[src/rtl/spi_slave_if.sv]
`default_nettype none
// ============================================================================
// spi_slave_if : SPI pins plus valid/ready host side of spi_slave
// Revision     : 1.0
// ============================================================================
interface spi_slave_if #(
    parameter int WORD_LENGTH = 8
);
    logic                   SCLK;
    logic                   SSbar;
    logic                   MOSI;
    logic                   MISO;
    logic [WORD_LENGTH-1:0] TX_DATA;
    logic                   tx_valid;
    logic                   tx_ready;
    logic [WORD_LENGTH-1:0] RX_DATA;
    logic                   rx_valid;
    logic                   rx_ready;
    logic                   overrun;
    logic                   underrun;
    logic                   busy;

    modport slave (
        input  SCLK, SSbar, MOSI, TX_DATA, tx_valid, rx_ready,
        output MISO, tx_ready, RX_DATA, rx_valid, overrun, underrun, busy
    );

    modport master (
        output SCLK, SSbar, MOSI, TX_DATA, tx_valid, rx_ready,
        input  MISO, tx_ready, RX_DATA, rx_valid, overrun, underrun, busy
    );
endinterface
`default_nettype wire

[src/rtl/spi_slave.sv]
`default_nettype none
// ============================================================================
// spi_slave : oversampled SPI responder, MSB-first, valid/ready TX and RX
// Revision  : 1.0
// ============================================================================
module spi_slave #(
    parameter int WORD_LENGTH = 8,
    parameter int SPI_MODE    = 0,
    parameter int SYNC_STAGES = 2
) (
    input  logic       clk,
    input  logic       rst,
    spi_slave_if.slave bus
);
    localparam int               CNT_W      = $clog2(WORD_LENGTH + 1);
    localparam logic [CNT_W-1:0] C_WORD_END = CNT_W'(WORD_LENGTH);
    localparam logic [CNT_W-1:0] C_LAST_BIT = CNT_W'(WORD_LENGTH - 1);
    localparam logic             C_CPOL     = ((SPI_MODE / 2) % 2) == 1;
    localparam logic             C_CPHA     = (SPI_MODE % 2) == 1;

    typedef enum logic [0:0] {
        ST_IDLE   = 1'b0,
        ST_ACTIVE = 1'b1
    } state_t;

    state_t                 state;
    state_t                 state_next;

    logic [SYNC_STAGES-1:0] sclk_sync;
    logic [SYNC_STAGES-1:0] ss_sync;
    logic [SYNC_STAGES-1:0] mosi_sync;
    logic                   sclk_prev;
    logic                   ss_prev;
    logic                   sclk_s;
    logic                   ss_s;
    logic                   mosi_s;

    logic [WORD_LENGTH-1:0] tx_hold;
    logic                   hold_full;
    logic [WORD_LENGTH-1:0] tx_shift;
    logic [WORD_LENGTH-1:0] rx_shift;
    logic [CNT_W-1:0]       bit_cnt;

    logic                   sclk_toggle;
    logic                   lead_edge;
    logic                   trail_edge;
    logic                   sample_edge;
    logic                   shift_edge;
    logic                   ss_fall;
    logic                   word_done;
    logic                   word_load;

    // Synchronizers idle at the inactive bus levels so reset never fakes an edge
    always_ff @(posedge clk or negedge rst) begin
        if (!rst) begin
            sclk_sync <= {SYNC_STAGES{C_CPOL}};
            ss_sync   <= '1;
            mosi_sync <= '0;
            sclk_prev <= C_CPOL;
            ss_prev   <= 1'b1;
        end else begin
            sclk_sync <= {sclk_sync[SYNC_STAGES-2:0], bus.SCLK};
            ss_sync   <= {ss_sync[SYNC_STAGES-2:0], bus.SSbar};
            mosi_sync <= {mosi_sync[SYNC_STAGES-2:0], bus.MOSI};
            sclk_prev <= sclk_s;
            ss_prev   <= ss_s;
        end
    end

    assign sclk_s      = sclk_sync[SYNC_STAGES-1];
    assign ss_s        = ss_sync[SYNC_STAGES-1];
    assign mosi_s      = mosi_sync[SYNC_STAGES-1];

    assign sclk_toggle = sclk_s != sclk_prev;
    assign lead_edge   = sclk_toggle && (sclk_s != C_CPOL);
    assign trail_edge  = sclk_toggle && (sclk_s == C_CPOL);
    assign sample_edge = (state == ST_ACTIVE) && (C_CPHA ? trail_edge : lead_edge);
    assign shift_edge  = (state == ST_ACTIVE) && (C_CPHA ? lead_edge : trail_edge);
    assign ss_fall     = !ss_s && ss_prev;
    assign word_done   = bit_cnt == C_WORD_END;
    assign word_load   = ((state == ST_IDLE) && ss_fall) ||
                         ((state == ST_ACTIVE) && word_done && !ss_s);

    always_ff @(posedge clk or negedge rst) begin
        if (!rst) begin
            state <= ST_IDLE;
        end else begin
            state <= state_next;
        end
    end

    always_comb begin
        state_next = state;
        bus.busy   = 1'b0;
        bus.MISO   = 1'b0;
        case (state)
            ST_IDLE: begin
                if (ss_fall) begin
                    state_next = ST_ACTIVE;
                end
            end
            ST_ACTIVE: begin
                bus.busy = 1'b1;
                bus.MISO = tx_shift[WORD_LENGTH-1];
                if (ss_s) begin
                    state_next = ST_IDLE;
                end
            end
            default: state_next = ST_IDLE;
        endcase
    end

    assign bus.tx_ready = !hold_full;

    always_ff @(posedge clk or negedge rst) begin
        if (!rst) begin
            tx_hold      <= '0;
            hold_full    <= 1'b0;
            tx_shift     <= '0;
            rx_shift     <= '0;
            bit_cnt      <= '0;
            bus.RX_DATA  <= '0;
            bus.rx_valid <= 1'b0;
            bus.overrun  <= 1'b0;
            bus.underrun <= 1'b0;
        end else begin
            bus.overrun  <= 1'b0;
            bus.underrun <= 1'b0;

            if (bus.rx_valid && bus.rx_ready) begin
                bus.rx_valid <= 1'b0;
            end

            // A capture coinciding with an empty-register load is kept for the next word
            if (bus.tx_valid && !hold_full) begin
                tx_hold   <= bus.TX_DATA;
                hold_full <= 1'b1;
            end

            if (word_load) begin
                if (hold_full) begin
                    tx_shift  <= tx_hold;
                    hold_full <= 1'b0;
                end else begin
                    tx_shift     <= '0;
                    bus.underrun <= 1'b1;
                end
            end

            // Completion runs even after deselect so a word finishing with SSbar still reports
            if (word_done) begin
                bus.RX_DATA  <= rx_shift;
                bus.rx_valid <= 1'b1;
                bus.overrun  <= bus.rx_valid && !bus.rx_ready;
                bit_cnt      <= '0;
            end else if (state == ST_ACTIVE) begin
                if (sample_edge) begin
                    rx_shift <= {rx_shift[WORD_LENGTH-2:0], mosi_s};
                    bit_cnt  <= bit_cnt + 1'b1;
                end
                // The first shift edge of a word only presents the freshly loaded MSB
                if (shift_edge && (bit_cnt != '0) && !word_load) begin
                    tx_shift <= {tx_shift[WORD_LENGTH-2:0], 1'b0};
                end
                if (ss_s && !(sample_edge && (bit_cnt == C_LAST_BIT))) begin
                    bit_cnt <= '0;
                end
            end
        end
    end
endmodule
`default_nettype wire

[src/flat_wrapper.sv]
// flat-port wrapper written by rule: the top's interface ports become plain ports
module spi_slave_flat 
#(
    parameter int WORD_LENGTH = 8,
    parameter int SPI_MODE    = 0,
    parameter int SYNC_STAGES = 2
)
  (clk, rst, bus_SCLK, bus_SSbar, bus_MOSI, bus_TX_DATA, bus_tx_valid, bus_rx_ready, bus_MISO, bus_tx_ready, bus_RX_DATA, bus_rx_valid, bus_overrun, bus_underrun, bus_busy);
  spi_slave_if #(.WORD_LENGTH(WORD_LENGTH)) bus_i ();
  input  logic clk;
  input  logic rst;
  input wire logic [$bits(bus_i.SCLK)-1:0] bus_SCLK;
  input wire logic [$bits(bus_i.SSbar)-1:0] bus_SSbar;
  input wire logic [$bits(bus_i.MOSI)-1:0] bus_MOSI;
  input wire logic [$bits(bus_i.TX_DATA)-1:0] bus_TX_DATA;
  input wire logic [$bits(bus_i.tx_valid)-1:0] bus_tx_valid;
  input wire logic [$bits(bus_i.rx_ready)-1:0] bus_rx_ready;
  output wire logic [$bits(bus_i.MISO)-1:0] bus_MISO;
  output wire logic [$bits(bus_i.tx_ready)-1:0] bus_tx_ready;
  output wire logic [$bits(bus_i.RX_DATA)-1:0] bus_RX_DATA;
  output wire logic [$bits(bus_i.rx_valid)-1:0] bus_rx_valid;
  output wire logic [$bits(bus_i.overrun)-1:0] bus_overrun;
  output wire logic [$bits(bus_i.underrun)-1:0] bus_underrun;
  output wire logic [$bits(bus_i.busy)-1:0] bus_busy;
  assign bus_i.SCLK = bus_SCLK;
  assign bus_i.SSbar = bus_SSbar;
  assign bus_i.MOSI = bus_MOSI;
  assign bus_i.TX_DATA = bus_TX_DATA;
  assign bus_i.tx_valid = bus_tx_valid;
  assign bus_i.rx_ready = bus_rx_ready;
  assign bus_MISO = bus_i.MISO;
  assign bus_tx_ready = bus_i.tx_ready;
  assign bus_RX_DATA = bus_i.RX_DATA;
  assign bus_rx_valid = bus_i.rx_valid;
  assign bus_overrun = bus_i.overrun;
  assign bus_underrun = bus_i.underrun;
  assign bus_busy = bus_i.busy;
  spi_slave #(.WORD_LENGTH(WORD_LENGTH), .SPI_MODE(SPI_MODE), .SYNC_STAGES(SYNC_STAGES)) u_core (.clk(clk), .rst(rst), .bus(bus_i));
endmodule
[config.mk]
export PLATFORM = sky130hd
export DESIGN_NAME = spi_slave_flat
export DESIGN_NICKNAME = d
export VERILOG_FILES = /design/src/rtl/spi_slave_if.sv /design/src/rtl/spi_slave.sv /design/src/flat_wrapper.sv
export SDC_FILE = /design/constraint.sdc
export NUM_CORES = 1
export LEC_CHECK = 0
export BUFFER_PORTS_ARGS = -buffer_cell sky130_fd_sc_hd__buf_2
export CAP_MARGIN = 20
export CORE_MARGIN = 5
export CORE_UTILIZATION = 56
export CTS_CLUSTER_DIAMETER = 200
export DETAILED_ROUTE_END_ITERATION = 7
export PLACE_DENSITY_LB_ADDON = 0.12
export SLEW_MARGIN = 0
export SYNTH_ARGS = -nofsm -noshare
export SYNTH_HDL_FRONTEND = slang
export SYNTH_SLANG_ARGS = --single-unit
[constraint.sdc]
create_clock -name clk -period 2.4 [get_ports clk]
set_clock_uncertainty 0.05 [all_clocks]
set_input_delay 0.24 -clock clk [delete_from_list [all_inputs] [get_ports clk]]
set_output_delay 0.24 -clock clk [all_outputs]
set_load 0.005 [all_outputs]
==> qor.txt, run 1 <==
Status: complete, no violations
Detail Placement HPWL: 2650 um
Slew Viols, Final: 0
CP max FO: 9
First-pass detailed-route iteration total: 4
RD Place Congestion: 0.841
IO Port Bufs: 28
Worst VDD drop: 0.000564 V
Reg2reg end: u_core.rx_shift[5]
Via/cell ratio: 5.60
Leak: 0.00111 uW
Vias: 1349
H-tree Lvls: 2
Tot GR Track Use: 16.1%
First-pass GRT wire length: 6380 um
Mapped Area: 0.00207 mm2
Fmax: 499 MHz
Slew HR: 52.8%
RSZ-0062 raised after global routing: no
Total Nets Final: 209
Clock slew at reported path FFs: 0.09 ns
Final setup viols: 0
IO Pins: 29
Avg Cell Area, Syn: 12.8 um2
Sink Count: 49
Most frequent cells in the layout: dfrtp_1 (46), buf_2 (28), mux2_2 (24), o211ai_1 (9)
Die span in x: 70.8 um
CTS tree: done
Crit. End Element: flip-flop
Cells on worst reg2reg path: 5
Routed WL: 3650 um
Syn-to-layout area delta: 15.0%
Most common cell after layout, fill and taps aside: dfrtp_1
Antenna Nets Post-Route: 0
Reg2reg start: u_core.bit_cnt[0]
CP Launch Type: flip-flop
Placement-stage cell area: 0.00222 mm2
Final Instance Area: 0.00238 mm2
Power per cell area: 858 mW/mm2
Grt total ovfl: 0
Worst setup endpoint: u_core.rx_shift[5]
Clock latency on the worst-skew pair: 0.30 ns
Arrival time worst endpoint: 2.14 ns
HP Class: input port to flip-flop
Setup slack, reg-to-reg: 0.39 ns
Num rows: 22
Initial antenna violation count: 0
Crit path kind: flip-flop to flip-flop
Net count after synthesis: 179
Worst Tran Pin Value: 0.707 ns
Die ar.: 0.00501 mm2
DR DRC count: 0
ANT cells: 0
Register area: 0.00123 mm2
Max-Cap Viols: 0
Core area: 0.00363 mm2
Layout cell share with drive strength beyond 1: 35.8%
Largest net degree at the start of global routing: 27
Fin Setup TNS: 0 ns
Cells after Synth: 162
Fin crit period: 2.01 ns
Post-cts resize count: 0
Fillcell total: 281
Final hold vios: 0
Area of the multi-input gates: 749 um2
Wire per inst: 15.1 um
Die H: 70.8 um
Final worst path period share: 83.6%
Req. time, crit path: 2.54 ns
Crit. Startpoint: u_core.bit_cnt[0]
Vias in the first global route: 1348
Syn. warnings: 0
CTS Buf Count: 5
Initial core utilization: 57.0%
FF+latch count, synth: 49
Clk root buf: clkbuf_8
Iteration-0 DRC Markers: 76
Max clock buf depth: 2
Sequential share of the synthesized area: 59.4%
Count of different cell masters after synthesis: 33
-- routing by layer --
layer  vias up  GRT usage [%]  routed length, um
met1       666           22.4               1630
met2        39           24.2               1740
li1        639              -                  -
met5         -              0                  0
met4         0           6.89                 53
met3         5           3.98                222
-- per-stage QoR --
step	power, uW	instances	hold slack (ns)	setup slack, ns	utilization (%)
floorplan	1350	162	-0.106	0.604	-
global placement	1430	229	0.194	0.500	61.2
detailed placement	1470	229	0.199	0.416	61.2
CTS	2060	241	0.113	0.405	65.5
global route	2160	241	0.108	0.271	65.5
finish	2040	241	0.123	0.394	65.5
-- where the power goes --
| part | switching [uW] | leakage (uW) | internal [uW] |
|---|---|---|---|
| combinational | 131 | 0.000426 | 175 |
| sequential | 134 | 0.000623 | 1010 |
| clock | 251 | 0.0000585 | 340 |
-- area by class of cell --
cell class | count | share of cell area, %
multi-input cells | 95 | 31.5
clock buffers | 7 | 3.63
inverters | 6 | 0.946
well taps | 48 | 2.52
flip-flops and latches | 49 | 51.7
clock inverters | 1 | 1.26
repair buffers | 35 | 8.51
-- sequential cells by signal (all words and copies together), names as in the netlist, 2 cells and up --
| name | cells |
|---|---|
| u_core.mosi_sync | 2 |
| u_core.rx_shift | 8 |
| u_core.tx_shift | 8 |
| u_core.sclk_sync | 2 |
| u_core.bit_cnt | 4 |
| u_core.bus.RX_DATA | 8 |
| u_core.ss_sync | 2 |
| u_core.tx_hold | 8 |
-- worst min-delay path by stage --
stage                         from           endpoint  slack, ns  cells after the start
floorplan                      rst  u_core.bit_cnt[0]      -0.11                      0
global placement               rst  u_core.bit_cnt[1]       0.19                      2
detailed placement             rst  u_core.bit_cnt[0]       0.20                      2
CTS                 bus_TX_DATA[7]  u_core.tx_hold[7]       0.11                      2
global route        bus_TX_DATA[7]  u_core.tx_hold[7]       0.11                      2
finish              bus_TX_DATA[7]  u_core.tx_hold[7]       0.12                      2
-- worst max-delay path, cell delays in order (launching register included) --
cell	delay [ns]
dfrtp_1	0.44
inv_1	0.07
ha_1	0.25
nor2b_1	0.24
a21oi_2	0.45
mux2_2	0.40
-- cell usage after synthesis --
| master | n | area [um2] |
|---|---|---|
| and3b_1 | 1 | 8.76 |
| a21o_1 | 1 | 7.51 |
| nor2_1 | 4 | 15.0 |
| mux2i_1 | 1 | 10.0 |
| o211ai_1 | 9 | 67.6 |
| o21bai_1 | 1 | 7.51 |
| mux2_2 | 24 | 270 |
| o22ai_1 | 2 | 12.5 |
| or2_2 | 1 | 6.26 |
| and2_1 | 2 | 12.5 |
| a221o_1 | 1 | 10.0 |
| and4b_1 | 1 | 10.0 |
| nand2b_1 | 3 | 18.8 |
| nand3_1 | 8 | 40.0 |
| buf_2 | 4 | 20.0 |
| nor2b_1 | 4 | 25.0 |
| o21ai_0 | 8 | 40.0 |
| o21a_1 | 2 | 15.0 |
| nand3b_1 | 3 | 22.5 |
| dfstp_2 | 3 | 78.8 |
| inv_1 | 6 | 22.5 |
| buf_6 | 2 | 22.5 |
| a2111oi_0 | 1 | 8.76 |
| o2111ai_1 | 7 | 61.3 |
| clkbuf_1 | 4 | 15.0 |
| dfrtp_1 | 46 | 1150 |
| a21oi_2 | 1 | 8.76 |
| ha_1 | 2 | 25.0 |
| a31o_2 | 2 | 17.5 |
| nand2_1 | 5 | 18.8 |
| a32o_1 | 1 | 10.0 |
| buf_4 | 1 | 7.51 |
| buf_1 | 1 | 3.75 |
-- timing repair --
action / CTS / global route
hold endpoints to repair: 49 / 0
hold buffers: 4 / 0
buffers inserted: 0 / 0
-- logic make-up after synthesis --
kind of cell / Yosys count / synth area share, %
fa+ha+maj: 2 / 1.21
simple gates: 32 / 8.58
buf+inv: 18 / 4.41
mux: 25 / 13.5
compound gates: 36 / 12.9
flops: 49 / 59.4
Power figures use the tool's default switching activity.
==> run 2, diff against run 1 <==
--- a/config.mk
+++ b/config.mk
@@ -5,6 +5,7 @@
 export SDC_FILE = /design/constraint.sdc
 export NUM_CORES = 1
 export LEC_CHECK = 0
+export ABC_AREA = 1
 export BUFFER_PORTS_ARGS = -buffer_cell sky130_fd_sc_hd__buf_2
 export CAP_MARGIN = 20
 export CORE_MARGIN = 5
==> constraint.sdc (replaced) <==
create_clock -name clk -period 2 [get_ports clk]
set_clock_uncertainty 0.05 [all_clocks]
set_input_delay 0.2 -clock clk [delete_from_list [all_inputs] [get_ports clk]]
set_output_delay 0.2 -clock clk [all_outputs]
set_load 0.005 [all_outputs]
==> run 2 against run 1 <==
Worst setup slack got worse by 0.074 ns. Synthesized cell count grew 30%. First-iteration DRC count stayed put. Die area grew 1.4%. Sequential share of layout area down 0.93 points. Sequential power grew 18%. Final cell count is 22% higher. Clock power up 3.6%. Final area rose by 1.8%. Sequential cell count is the same. Wire length is 8.8% lower. Maximum frequency up 19%.
==> qor.txt, run 2 <==
Post CTS Setup Buffer Count: 0 (unchanged)
Via/cell ratio: 4.77 (-15%)
Initial core utilization: 57.5% (+0.49 points)
Fin crit period: 1.68 ns (-0.326 ns)
Inst Count DP: 283 (+24%)
Max-Cap Viols: 0 (unchanged)
Top post-synthesis cells by area: dfrtp_1 (55%), nand2_1 (15%), mux2_2 (4.8%)
Max clock buf depth: 2 (unchanged)
Top_reg_cell synth: dfrtp_1
Met2 wire len: 1520 um (-13%)
CP Cell Sequence: inv_1 > ha_1 > nand3_4 > nand2_4 > nand2_8 > inv_4 > nand2_1 > nand2_1 > nand2_1
Routed WL: 3330 um (-8.8%)
Final worst path period share: 84.0% (+0.42 points)
Area fraction of the dominant cell type after synthesis: 54.7% (-0.89 points)
M1 wire length: 1640 um (+0.61%)
Worst Tran Pin Value: 0.536 ns (-0.171 ns)
Hold Crit Start: bus_rx_ready
Largest net degree at the start of global routing: 27 (unchanged)
Core area: 0.00366 mm2 (+0.76%)
Crit path kind: flip-flop to flip-flop
Crit. End Element: flip-flop
H-tree Lvls: 2 (unchanged)
Arrival time worst endpoint: 1.82 ns (-0.32 ns)
Power per cell area: 1030 mW/mm2 (+20%)
Reg2reg start: u_core.bit_cnt[0]
Detail Placement HPWL: 2450 um (-7.4%)
Final setup viols: 0 (unchanged)
Antenna Nets Post-Route: 0 (unchanged)
CP max-delay cell: dfrtp_1
Fin Setup TNS: 0 ns (unchanged)
Die span in x: 71.3 um (+0.70%)
IO Pins: 29 (unchanged)
First-pass detailed-route iteration total: 4 (unchanged)
Initial antenna violation count: 0 (unchanged)
FF+latch count, synth: 49 (unchanged)
Status: complete, no violations
IO Port Bufs: 28 (unchanged)
Hold EP: u_core.bus.overrun
Die H: 71.3 um (+0.70%)
Leak: 0.00127 uW (+14%)
Sink Count: 49 (unchanged)
ANT cells: 0 (unchanged)
Delay-heaviest family, CP: simple AND/OR/NAND/NOR gates
Slew Viols, Final: 0 (unchanged)
Crit. Startpoint: u_core.bit_cnt[0]
Slew HR: 64.3% (+12 points)
Vias in the first global route: 1413 (+4.8%)
Syn-to-layout area delta: 15.2%
Non-Filler Instances: 295 (+22%)
Worst Hold Depth: 2 (unchanged)
Tot GR Track Use: 15.4% (-0.74 points)
Mapped Area: 0.00210 mm2 (+1.6%)
RD Place Congestion: 0.784 (-6.7%)
Layout cell share with drive strength beyond 1: 28.3% (-7.4 points)
Count leader, synth: nand2_1
Final Core Density: 66.2% (+0.70 points)
Area leader, netlist: dfrtp_1
Total Nets Final: 263 (+26%)
HP Class: input port to flip-flop
Setup slack, reg-to-reg: 0.32 ns (-0.07 ns)
Worst path bufs/invs: 2 (+1)
Cells after Synth: 211 (+30%)
Clock slew at reported path FFs: 0.09 ns (about the same)
Count of different cell masters after synthesis: 28 (-15%)
Most common cell after layout, fill and taps aside: nand2_1
Met3 wire length: 144 um (-35%)
CP Launch Type: flip-flop
Top routing layer in use: met4
Min Hold Slack: 0.0303 ns (-0.0922 ns)
CTS Buf Count: 5 (unchanged)
Final Instance Area: 0.00242 mm2 (+1.8%)
Final hold vios: 0 (unchanged)
CP dominant cell by count: nand2_1
Net count after synthesis: 228 (+27%)
Reg2reg end: u_core.tx_shift[6]
Iteration-0 DRC Markers: 76 (unchanged)
Vias: 1407 (+4.3%)
CP max FO: 24 (+15)
Wire per inst: 11.3 um (-25%)
Fmax: 595 MHz (+19%)
Worst VDD drop: 0.000651 V (+15%)
Cells on worst reg2reg path: 9 (+4)
First-pass GRT wire length: 6270 um (-1.7%)
Num rows: 22 (unchanged)
Post-synth top cells: nand2_1 (82), dfrtp_1 (46), inv_1 (18)
Grt total ovfl: 0 (unchanged)
EDFF count, synth: 0 (unchanged)
Clk root buf: clkbuf_8
Die ar.: 0.00508 mm2 (+1.4%)
Req. time, crit path: 2.14 ns (-0.40 ns)
Max incr delay on CP: 0.43 ns (-0.02 ns)
Most frequent cells in the layout: nand2_1 (82), dfrtp_1 (46), buf_2 (28), inv_1 (18), mux2_2 (9)
Avg Cell Area, Syn: 9.97 um2 (-22%)
Async set-reset flop share out of synthesis: 100% (unchanged)
Syn. warnings: 0 (unchanged)
Clock latency on the worst-skew pair: 0.29 ns (about the same)
Placement-stage cell area: 0.00228 mm2 (+2.7%)
Sequential share of the synthesized area: 58.4% (-0.95 points)
CTS tree: done
DR DRC count: 0 (unchanged)
RSZ-0062 raised after global routing: no
run 2: cell types whose count changed after synthesis, moves of 5 or more:
| cell | before | now |
|---|---|---|
| o211ai_1 | 9 | 0 |
| nand4_1 | 0 | 5 |
| mux2_2 | 24 | 9 |
| o21ai_2 | 0 | 7 |
| inv_1 | 6 | 18 |
| nand2_1 | 5 | 82 |
| o2111ai_1 | 7 | 0 |
run 2: area by class of cell:
type                            count  area, um2
Fill cell                         307       1240
Sequential cell                    49       1230
Multi-Input combinational cell    135        749
Timing Repair Buffer               33        200
Inverter                           22       85.1
Clock buffer                        6       82.6
Tap cell                           48       60.1
Clock inverter                      2       17.5
run 2: power by group:
group / total (uW) / internal, uW / switching [uW]
Clock: 612 / 287 / 325
Sequential: 1360 / 1210 / 151
Combinational: 519 / 239 / 280
run 2: worst reg2reg max path, delay by kind of cell, from the launching register on:
family,cells,cell delay (ns)
simple gates,6,0.69
fa+ha+maj,1,0.21
buf+inv,2,0.20
flops,1,0.43
run 2: cell families (layout without fill, tap and decap cells):
| family | count (synthesis) | count (layout) | synth area share, % |
|---|---|---|---|
| AO/OA/AOI/OAI | 18 | 18 | 5.71 |
| XOR/XNOR | 1 | 1 | 0.416 |
| adder cells (fa/ha/maj) | 2 | 2 | 1.19 |
| buffers and inverters | 27 | 63 | 5.95 |
| flip-flops | 49 | 49 | 58.4 |
| multiplexers | 9 | 9 | 4.82 |
| AND/OR/NAND/NOR | 105 | 105 | 23.5 |
run 2: worst max path at each step:
stage	slack, ns	depth (start not counted)	endpoint
finish	0.32	9	u_core.tx_shift[6]
global route	0.16	9	u_core.tx_shift[5]
CTS	0.31	9	u_core.tx_shift[6]
detailed placement	0.32	9	u_core.tx_shift[6]
global placement	0.39	9	u_core.tx_shift[6]
floorplan	0.64	9	u_core.tx_shift[1]
run 2: metrics by stage:
stage               setup WS [ns]  total power [uW]
floorplan                   0.637              1750
global placement            0.388              1880
detailed placement          0.315              1900
CTS                         0.305              2520
global route                0.155              2680
finish                      0.320              2490
run 2: what timing repair did:
item,CTS,global route
hold endpoints to repair,23,0
hold buffers,4,0
resized for setup,0,0
run 2: metal layers:
layer  vias to the layer above  global-route usage, %
met1                       651                   22.5
met4                         0                   3.13
met5                         -                      0
met2                        23                   22.3
met3                         2                   5.19
li1                        731                      -
==> run 3, diff against run 2 <==
--- a/config.mk
+++ b/config.mk
@@ -9,7 +9,7 @@
 export BUFFER_PORTS_ARGS = -buffer_cell sky130_fd_sc_hd__buf_2
 export CAP_MARGIN = 20
 export CORE_MARGIN = 5
-export CORE_UTILIZATION = 56
+export CORE_UTILIZATION = 50
 export CTS_CLUSTER_DIAMETER = 200
 export DETAILED_ROUTE_END_ITERATION = 7
 export PLACE_DENSITY_LB_ADDON = 0.12
==> constraint.sdc (replaced) <==
create_clock -name clk -period 1.5 [get_ports clk]
set_clock_uncertainty 0.05 [all_clocks]
set_input_delay 0.15 -clock clk [delete_from_list [all_inputs] [get_ports clk]]
set_output_delay 0.15 -clock clk [all_outputs]
set_load 0.005 [all_outputs]
==> run 3 against run 2 <==
Critical path depth is 2 lower. Clock-buffer cell count stayed put. Wire length up 10%. Final cell count grew 4.1%. Non-clock buffer count is 9 higher. Combinational power up 55%. First-iteration DRC count is 24% lower.
==> qor.txt, run 3 (same netlist as run 2, synthesis figures left out) <==
Status: complete, no violations
Clock latency on the worst-skew pair: 0.30 ns (about the same)
Max clock buf depth: 2 (unchanged)
H-tree Lvls: 2 (unchanged)
CP Launch Type: flip-flop
Tot GR Track Use: 15.0% (-0.36 points)
Arrival time worst endpoint: 1.62 ns (-0.20 ns)
Most frequent cells in the layout: nand2_1 (81), dfrtp_1 (46), buf_2 (28), inv_1 (18)
DR DRC count: 0 (unchanged)
Largest net degree at the start of global routing: 27 (unchanged)
IO Port Bufs: 28 (unchanged)
Wire per inst: 11.9 um (+6.0%)
CTS Buf Count: 5 (unchanged)
Slew HR: 78.8% (+15 points)
Slew Viols, Final: 0 (unchanged)
First-pass detailed-route iteration total: 4 (unchanged)
Routed WL: 3670 um (+10%)
Leak: 0.00130 uW (+2.6%)
Fin crit period: 1.43 ns (-0.247 ns)
Power per cell area: 1360 mW/mm2 (+33%)
Die H: 74.9 um (+5.0%)
Core area: 0.00403 mm2 (+10%)
Worst Tran Pin Value: 0.317 ns (-0.218 ns)
Initial antenna violation count: 0 (unchanged)
Die ar.: 0.00561 mm2 (+10%)
Iteration-0 DRC Markers: 58 (-24%)
HP Class: input port to flip-flop
Clock slew at reported path FFs: 0.10 ns (about the same)
Die span in x: 74.9 um (+5.0%)
Req. time, crit path: 1.69 ns (-0.45 ns)
Final Core Density: 62.0% (-4.2 points)
Final setup viols: 0 (unchanged)
Num rows: 23 (+4.5%)
Most common cell after layout, fill and taps aside: nand2_1
CTS tree: done
Layout cell share with drive strength beyond 1: 31.5% (+3.2 points)
Worst VDD drop: 0.00120 V (+84%)
Cells on worst reg2reg path: 7 (-2)
Reg2reg end: u_core.rx_shift[0]
Setup slack, reg-to-reg: 0.07 ns (-0.25 ns)
Fillcell total: 362 (+18%)
Initial core utilization: 52.2% (-5.2 points)
IO Pins: 29 (unchanged)
First-pass GRT wire length: 6510 um (+3.7%)
Final hold vios: 0 (unchanged)
Via/cell ratio: 4.73 (-0.84%)
Sink Count: 49 (unchanged)
Grt total ovfl: 0 (unchanged)
RD Place Congestion: 0.788 (+0.48%)
Vias in the first global route: 1497 (+5.9%)
Syn-to-layout area delta: 18.7%
Hold EP: u_core.tx_hold[4]
Fmax: 698 MHz (+17%)
Max-Cap Viols: 0 (unchanged)
Final worst path period share: 95.5% (+12 points)
Clk root buf: clkbuf_8
Worst Hold Depth: 2 (unchanged)
Placement-stage cell area: 0.00233 mm2 (+1.9%)
Final Instance Area: 0.00250 mm2 (+3.0%)
Crit. End Element: flip-flop
Vias: 1452 (+3.2%)
ANT cells: 0 (unchanged)
Reg2reg start: u_core.bit_cnt[0]
Total Nets Final: 273 (+3.8%)
Antenna Nets Post-Route: 0 (unchanged)
Crit path kind: flip-flop to flip-flop
Hold Crit Start: bus_TX_DATA[4]
Detail Placement HPWL: 2570 um (+4.6%)
CP max FO: 16 (-33%)
run 3: layout make-up:
| type | instances | area [um2] | share of cell area, % |
|---|---|---|---|
| sequential | 49 | 1230 | 49.2 |
| multi-input combinational | 136 | 764 | 30.6 |
| timing repair buffer | 42 | 258 | 10.3 |
| inverter | 22 | 85.1 | 3.41 |
| clock buffer | 6 | 82.6 | 3.30 |
| tap | 50 | 62.6 | 2.50 |
| clock inverter | 2 | 16.3 | 0.651 |
run 3: layer usage:
layer  part of all wire, %  global-route usage (%)  up-vias
met3                   4.4                    4.41        5
li1                      -                       -      749
met5                     0                       0        -
met1                    47                    20.0      675
met2                    48                    24.3       23
met4                  0.85                    3.56        0
run 3: worst max-delay path by stage:
| stage | startpoint | endpoint |
|---|---|---|
| after CTS | u_core.bit_cnt[0] | u_core.tx_shift[2] |
| after floorplan | u_core.bit_cnt[0] | u_core.tx_shift[1] |
| after global routing | u_core.bit_cnt[0] | u_core.tx_shift[2] |
| final | u_core.bit_cnt[0] | u_core.rx_shift[0] |
| after global placement | u_core.bit_cnt[0] | u_core.tx_shift[3] |
| after detailed placement | u_core.bit_cnt[0] | u_core.tx_shift[2] |
run 3: what timing repair did:
item / 4_1_cts / 5_1_grt
resized for setup: 0 / 2
hold buffers: 5 / 0
endpoints found under the setup margin: 0 / 8
endpoints found under the hold margin: 50 / 0
setup buffers: 0 / 1
run 3: worst max-delay path: stages, from the launching register on:
cell and delay [ns]:
dfrtp_1 0.39, inv_1 0.08, ha_2 0.22, nand3_4 0.11, buf_4 0.17, nand2_4 0.18
nor2_1 0.08, a21oi_2 0.10
run 3: per-stage QoR:
| step | setup slack, ns | cells | hold WS (ns) | setup TNS [ns] | total power (uW) |
|---|---|---|---|---|---|
| 4_1_cts | 0.0355 | 305 | 0.0118 | 0 | 3420 |
| 6_report | 0.0676 | 307 | 0.0177 | 0 | 3410 |
| 3_3_place_gp | 0.0833 | 292 | 0.107 | 0 | 2560 |
| 5_1_grt | -0.00109 | 307 | 0.0155 | -0.00109 | 3670 |
| 2_1_floorplan | 0.137 | 211 | -0.196 | 0 | 2330 |
| 3_5_place_dp | 0.0522 | 292 | 0.111 | 0 | 2580 |
run 3: power by group:
group	switching [uW]	total, uW	internal [uW]
combinational	437	805	368
clock	452	832	380
sequential	153	1770	1620
total	1040	3410	2360
